===== config.mk =====
export PLATFORM = sky130hd
export DESIGN_NAME = core_lsu_ctrl
export DESIGN_NICKNAME = d
export VERILOG_FILES = /design/src/rtl/core_lsu_ctrl.sv
export SDC_FILE = /design/constraint.sdc
export NUM_CORES = 1
export LEC_CHECK = 0
export BUFFER_PORTS_ARGS = -buffer_cell sky130_fd_sc_hd__buf_2
export CAP_MARGIN = 20
export CORE_ASPECT_RATIO = 0.8
export CORE_MARGIN = 4
export CORE_UTILIZATION = 45
export CTS_BUF_LIST = sky130_fd_sc_hd__clkbuf_16
export DETAILED_ROUTE_END_ITERATION = 16
export PLACE_DENSITY_LB_ADDON = 0.25
export SETUP_SLACK_MARGIN = 0.2
export SLEW_MARGIN = 20
export SYNTH_ARGS = -nofsm -noshare
export SYNTH_HDL_FRONTEND = slang
export SYNTH_SLANG_ARGS = --single-unit

===== constraint.sdc =====
create_clock -name i_clk -period 4.63 [get_ports i_clk]
set_input_delay 1.389 -clock i_clk [delete_from_list [all_inputs] [get_ports i_clk]]
set_output_delay 1.389 -clock i_clk [all_outputs]
set_load 0.005 [all_outputs]

===== src/rtl/core_lsu_ctrl.sv =====
// core_lsu_ctrl -- RV32 load/store unit controller.
// Accepts one memory request at a time from the pipeline, drives a simple
// req/ack word bus with byte-lane enables, and returns an extended load
// result plus a fault code through a one-cycle done pulse.
//
// Ports:
//   i_clk, i_reset          clock, async active-high reset
//   i_valid/o_ready         request handshake (accepted when both high)
//   i_store, i_funct3       access type (RV32 load/store funct3)
//   i_addr, i_rs2_val       byte address, store source data
//   o_done, o_rdata,o_fault completion pulse, load result, fault code
//                           (00 ok, 01 misaligned/illegal, 10 bus err, 11 timeout)
//   o_bus_*                 bus request, write enable, word address,
//                           lane-replicated write data, byte-lane enables
//   i_bus_ack/err/rdata     bus response
module core_lsu_ctrl #(
  parameter int unsigned TIMEOUT_CYCLES = 255
) (
  input  logic        i_clk,
  input  logic        i_reset,
  input  logic        i_valid,
  input  logic        i_store,
  input  logic [2:0]  i_funct3,
  input  logic [31:0] i_addr,
  input  logic [31:0] i_rs2_val,
  output logic        o_ready,
  output logic        o_done,
  output logic [31:0] o_rdata,
  output logic [1:0]  o_fault,
  output logic        o_bus_req,
  output logic        o_bus_we,
  output logic [31:0] o_bus_addr,
  output logic [31:0] o_bus_wdata,
  output logic [3:0]  o_bus_sel,
  input  logic        i_bus_ack,
  input  logic        i_bus_err,
  input  logic [31:0] i_bus_rdata
);

  localparam logic [7:0] TMO = TIMEOUT_CYCLES[7:0];

  typedef enum logic [1:0] {IDLE, BUS, DONE} state_t;

  // Latched request fields needed after acceptance; the word part of the
  // address lives in o_bus_addr.
  typedef struct packed {
    logic       store;
    logic [2:0] funct3;
    logic [1:0] lane;
  } req_t;

  state_t      state;
  req_t        req;
  logic [7:0]  cnt;

  logic        bad_req;
  logic [3:0]  sel_next;
  logic [31:0] wdata_next;
  logic [7:0]  byte_lane;
  logic [15:0] half_lane;
  logic [31:0] load_data;

  assign o_ready = (state == IDLE);

  // Request decode on the incoming (not yet latched) fields.
  always_comb begin
    bad_req    = 1'b0;
    sel_next   = 4'b1111;
    wdata_next = i_rs2_val;
    case (i_funct3[1:0])
      2'b00: begin
        sel_next   = 4'b0001 << i_addr[1:0];
        wdata_next = {4{i_rs2_val[7:0]}};
      end
      2'b01: begin
        sel_next   = i_addr[1] ? 4'b1100 : 4'b0011;
        wdata_next = {2{i_rs2_val[15:0]}};
        bad_req    = i_addr[0];
      end
      2'b10:   bad_req = (i_addr[1:0] != 2'b00);
      default: bad_req = 1'b1;
    endcase
    // Unsigned stores do not exist.
    if (i_store && i_funct3[2]) bad_req = 1'b1;
  end

  // Load lane extraction from the latched address; funct3[2] selects
  // zero extension (LBU/LHU).
  always_comb begin
    case (req.lane)
      2'd0:    byte_lane = i_bus_rdata[7:0];
      2'd1:    byte_lane = i_bus_rdata[15:8];
      2'd2:    byte_lane = i_bus_rdata[23:16];
      default: byte_lane = i_bus_rdata[31:24];
    endcase
    half_lane = req.lane[1] ? i_bus_rdata[31:16] : i_bus_rdata[15:0];
    case (req.funct3[1:0])
      2'b00:   load_data = {{24{~req.funct3[2] & byte_lane[7]}}, byte_lane};
      2'b01:   load_data = {{16{~req.funct3[2] & half_lane[15]}}, half_lane};
      default: load_data = i_bus_rdata;
    endcase
  end

  always_ff @(posedge i_clk or posedge i_reset) begin
    if (i_reset) begin
      state       <= IDLE;
      req         <= '0;
      cnt         <= '0;
      o_done      <= 1'b0;
      o_rdata     <= '0;
      o_fault     <= 2'b00;
      o_bus_req   <= 1'b0;
      o_bus_we    <= 1'b0;
      o_bus_addr  <= '0;
      o_bus_wdata <= '0;
      o_bus_sel   <= '0;
    end else begin
      case (state)
        IDLE: begin
          o_done <= 1'b0;
          if (i_valid) begin
            req         <= '{store: i_store, funct3: i_funct3, lane: i_addr[1:0]};
            o_bus_addr  <= {i_addr[31:2], 2'b00};
            o_bus_we    <= i_store;
            o_bus_wdata <= wdata_next;
            o_bus_sel   <= sel_next;
            if (bad_req) begin
              // Illegal requests never touch the bus.
              state   <= DONE;
              o_done  <= 1'b1;
              o_fault <= 2'b01;
              o_rdata <= '0;
            end else begin
              state     <= BUS;
              o_bus_req <= 1'b1;
              cnt       <= 8'd1;
            end
          end
        end
        BUS: begin
          // Priority: err > ack > timeout.
          if (i_bus_err || i_bus_ack || cnt == TMO) begin
            state     <= DONE;
            o_done    <= 1'b1;
            o_bus_req <= 1'b0;
            cnt       <= '0;
            o_rdata   <= '0;
            if (i_bus_err)      o_fault <= 2'b10;
            else if (i_bus_ack) begin
              o_fault <= 2'b00;
              if (!req.store) o_rdata <= load_data;
            end
            else                o_fault <= 2'b11;
          end else begin
            cnt <= cnt + 8'd1;
          end
        end
        DONE: begin
          o_done <= 1'b0;
          state  <= IDLE;
        end
        default: state <= IDLE;
      endcase
    end
  end

endmodule


==> flow_summary.toml <==
[place]
port_buffers = 208
hpwl_um = 11680
gp_congestion = 0.8419
dp.cells = 890

[sta]
slew_viol_final = 0
hold_viol_final = 0
rsz0062_at_grt = "false"
max-slew-margin-rel_pct = 26.49
finalClockSkew_ns = 0.006662
min_period_ns = 3.038
max_freq_ghz = 0.3292
setup_viol = 0
final.setup.tns_ns = 0
tightest_slew_ns = 1.099
fin_crit_sh_pct = 65.62

[synth]
synth_top_area_cell = "dfrtp_1"
ys.flop_type = "dfrtp_1"
synthSimpleGateAreaFrac_pct = 10.14
ys_seq_elements = 118
synth_compound_area_share_pct = 19.98
synth_top_area_share_pct = 50.82
synthTopCellsByArea = "dfrtp_1 (51%), mux2_2 (8.1%), mux2i_1 (4.5%)"
synthMuxAreaShare_pct = 13.39
netlist_area_sq_um = 5811
ys_types = 54
async_reset_ff_share_pct = 100.0
synth-warning-count = 0
synth_edf_count = 0
synth_top_family_by_area = "compound AO/OA/AOI/OAI gates"
syn_area_per_cell_sq_um = 10.62
synth-adder-area-share_pct = 0.8613
synth_seq_area_share_pct = 50.82
synthCells = 547
synth_xor_area_share_pct = 0

[worst_setup_path]
r2r_start = "state[1]"
worstSetupStartpointType = "input pin"
crit_fanout = 33
reg2reg_setup_slack_ns = 2.19
critPathRequiredTime_ns = 4.92
critPathArrivalTime_ns = 3.33
worstRegToRegCells = 6
endpoint_kind = "flop"
critPathKind = "input pin to flop"
r2r_end = "o_rdata[8]"

[routing]
drt_first_pass_iters = 5
detail-route-antenna-nets = 0
routed_wl_um = 16280
routedWlPerCell_um = 17.64
drc = 0
vias_per_cell = 5.494
vias = 5071
drtIter0Drc = 375

[floorplan]
num_io_pins = 211
start_util_pct = 46.91
coreArea_sq_um = 12390
die_x_um = 135.0
rows = 36
die-area_sq_um = 14810
fp.dieH_um = 109.6

[cells_and_area]
area_delta_synth_final_pct = 30.36
layout.cells.non_filler = 923
n_antenna_cell = 0
layout-drive-gt1-share_pct = 38.96
fill_cells = 1028
nNetsFinal = 848

[clocking]
cts_num_sinks = 118
cts_tree = "done"
holdBufCountCts = 0
cts_buffers = 17
root_buffer = "clkbuf_16"
clk_pin_slew_worst_paths_ns = 0.06
cts_setup_buffers = 0
cts_resized = 0
cts_buffer_depth = 2
h-tree-depth = 4
clock_latency_ns = 0.41

[global_route]
overflow = 0
grt_pass1_vias = 5084
grt_usage_pct = 22.33
antenna_found_initial = 2
grt_pass1_wl_um = 25960
grt_max_degree = 75

[hold_path]
min-delay-start = "o_bus_wdata[20]"
whs_endpoint = "o_bus_wdata[20]"
min_path_type = "flop to flop"
whs_path_depth = 2

[outcome]
status = "completed"

[pwr]
ir_drop_uv = 366.0
p_leak_nw = 3.685
power_density_nw_per_um2 = 615.3

[run]
cap_violations = 0
-- final cells by class --
class	instances	area, sq um	share of cell area (%)
multi-input combinational	368	2590	34.19
inverter	22	86.33	1.140
clock buffer	17	425.4	5.616
timing repair buffer	212	1096	14.47
clock inverter	15	210.2	2.775
sequential	118	2953	38.98
tap	171	214.0	2.825
-- placed cells by master, fill, tap and decap left out, drive strengths merged, types with 20 or more instances in the layout --
master   netlist  final
buf           18    212
dfrtp        118    118
nand2         58     58
mux2          42     42
o21ai         40     40
a21oi         28     28
mux2i         26     26
nor2          26     26
inv           21     20
o2bb2ai       20     20
-- metal layers --
| metal | wire, um | track usage [%] |
|---|---|---|
| met5 | 21 | 0 |
| met4 | 254 | 7.482 |
| met3 | 1453 | 8.417 |
| met2 | 7471 | 33.94 |
| met1 | 7083 | 29.73 |
-- how the worst max path moves through the flow --
stage | slack (ns) | from | to
after global placement | 1.24 | i_funct3[1] | o_rdata[9]
after CTS | 1.63 | i_funct3[1] | o_rdata[8]
after global routing | 1.50 | i_funct3[1] | o_rdata[15]
final | 1.59 | i_funct3[1] | o_rdata[8]
after floorplan | 1.80 | i_reset | cnt[0]
after detailed placement | 1.20 | i_funct3[1] | o_rdata[8]
-- worst max-delay path: stages --
cell,delay [ns]
buf_2,0.52
o21ai_1,0.15
a221o_1,0.44
a211o_4,0.52
a22o_1,0.29
-- where the power goes --
part | leakage [nW] | internal [mW] | switching (mW)
Sequential | 1.49 | 1.39 | 0.231
Clock | 0.299 | 0.947 | 0.474
Combinational | 1.90 | 0.744 | 0.877
Total | 3.68 | 3.08 | 1.58
-- logic make-up (layout without fill, tap and decap cells) --
family / count (synthesis) / in the layout
and+or+nand+nor: 126 / 126
other: 1 / 2
DFF: 118 / 118
AOI/OAI and AO/OA: 166 / 166
adders and majority gates: 4 / 4
muxes: 70 / 70
buffers and inverters: 62 / 266
-- flip-flops by register name (all words and copies together), names as in the netlist --
register	flops
o_bus_req	1
cnt	8
o_fault	2
o_done	1
o_bus_wdata	32
o_bus_sel	4
state	2
o_rdata	32
req	6
o_bus_addr	30
-- per-stage QoR --
step                utilization, %  setup slack [ns]  hold slack, ns  power [mW]  area [sq um]
detailed placement           55.86             1.202          0.4648       3.252          6919
global placement             55.86             1.244          0.4596       3.204          6919
global route                 61.15             1.501          0.5027       4.982          7575
finish                       61.15             1.592          0.4725       4.660          7575
floorplan                        -             1.800          0.4687       2.633          5818
CTS                          60.99             1.626          0.4778       4.697          7555
-- Yosys cell counts (2+ instances only) --
| cell type | instances |
|---|---|
| nor3b_1 | 2 |
| clkbuf_1 | 22 |
| nor2_1 | 25 |
| o21a_1 | 2 |
| a32o_1 | 12 |
| o22ai_1 | 10 |
| mux2_2 | 42 |
| o21ai_0 | 38 |
| buf_2 | 4 |
| a21o_1 | 3 |
| nand3_1 | 3 |
| o211ai_1 | 10 |
| a2bb2oi_1 | 2 |
| inv_1 | 21 |
| buf_6 | 2 |
| mux2i_1 | 26 |
| ha_1 | 4 |
| o2bb2ai_1 | 20 |
| a21oi_1 | 28 |
| nand2b_1 | 13 |
| dfrtp_1 | 118 |
| o21ai_1 | 2 |
| buf_4 | 6 |
| nor3_1 | 3 |
| mux4_2 | 2 |
| or2_2 | 2 |
| a22o_1 | 6 |
| nand2_1 | 58 |
| a22oi_1 | 17 |
| and2_1 | 2 |
| a32oi_1 | 7 |
| nor2b_1 | 8 |
| buf_1 | 6 |
(Power assumes the default switching activity.)
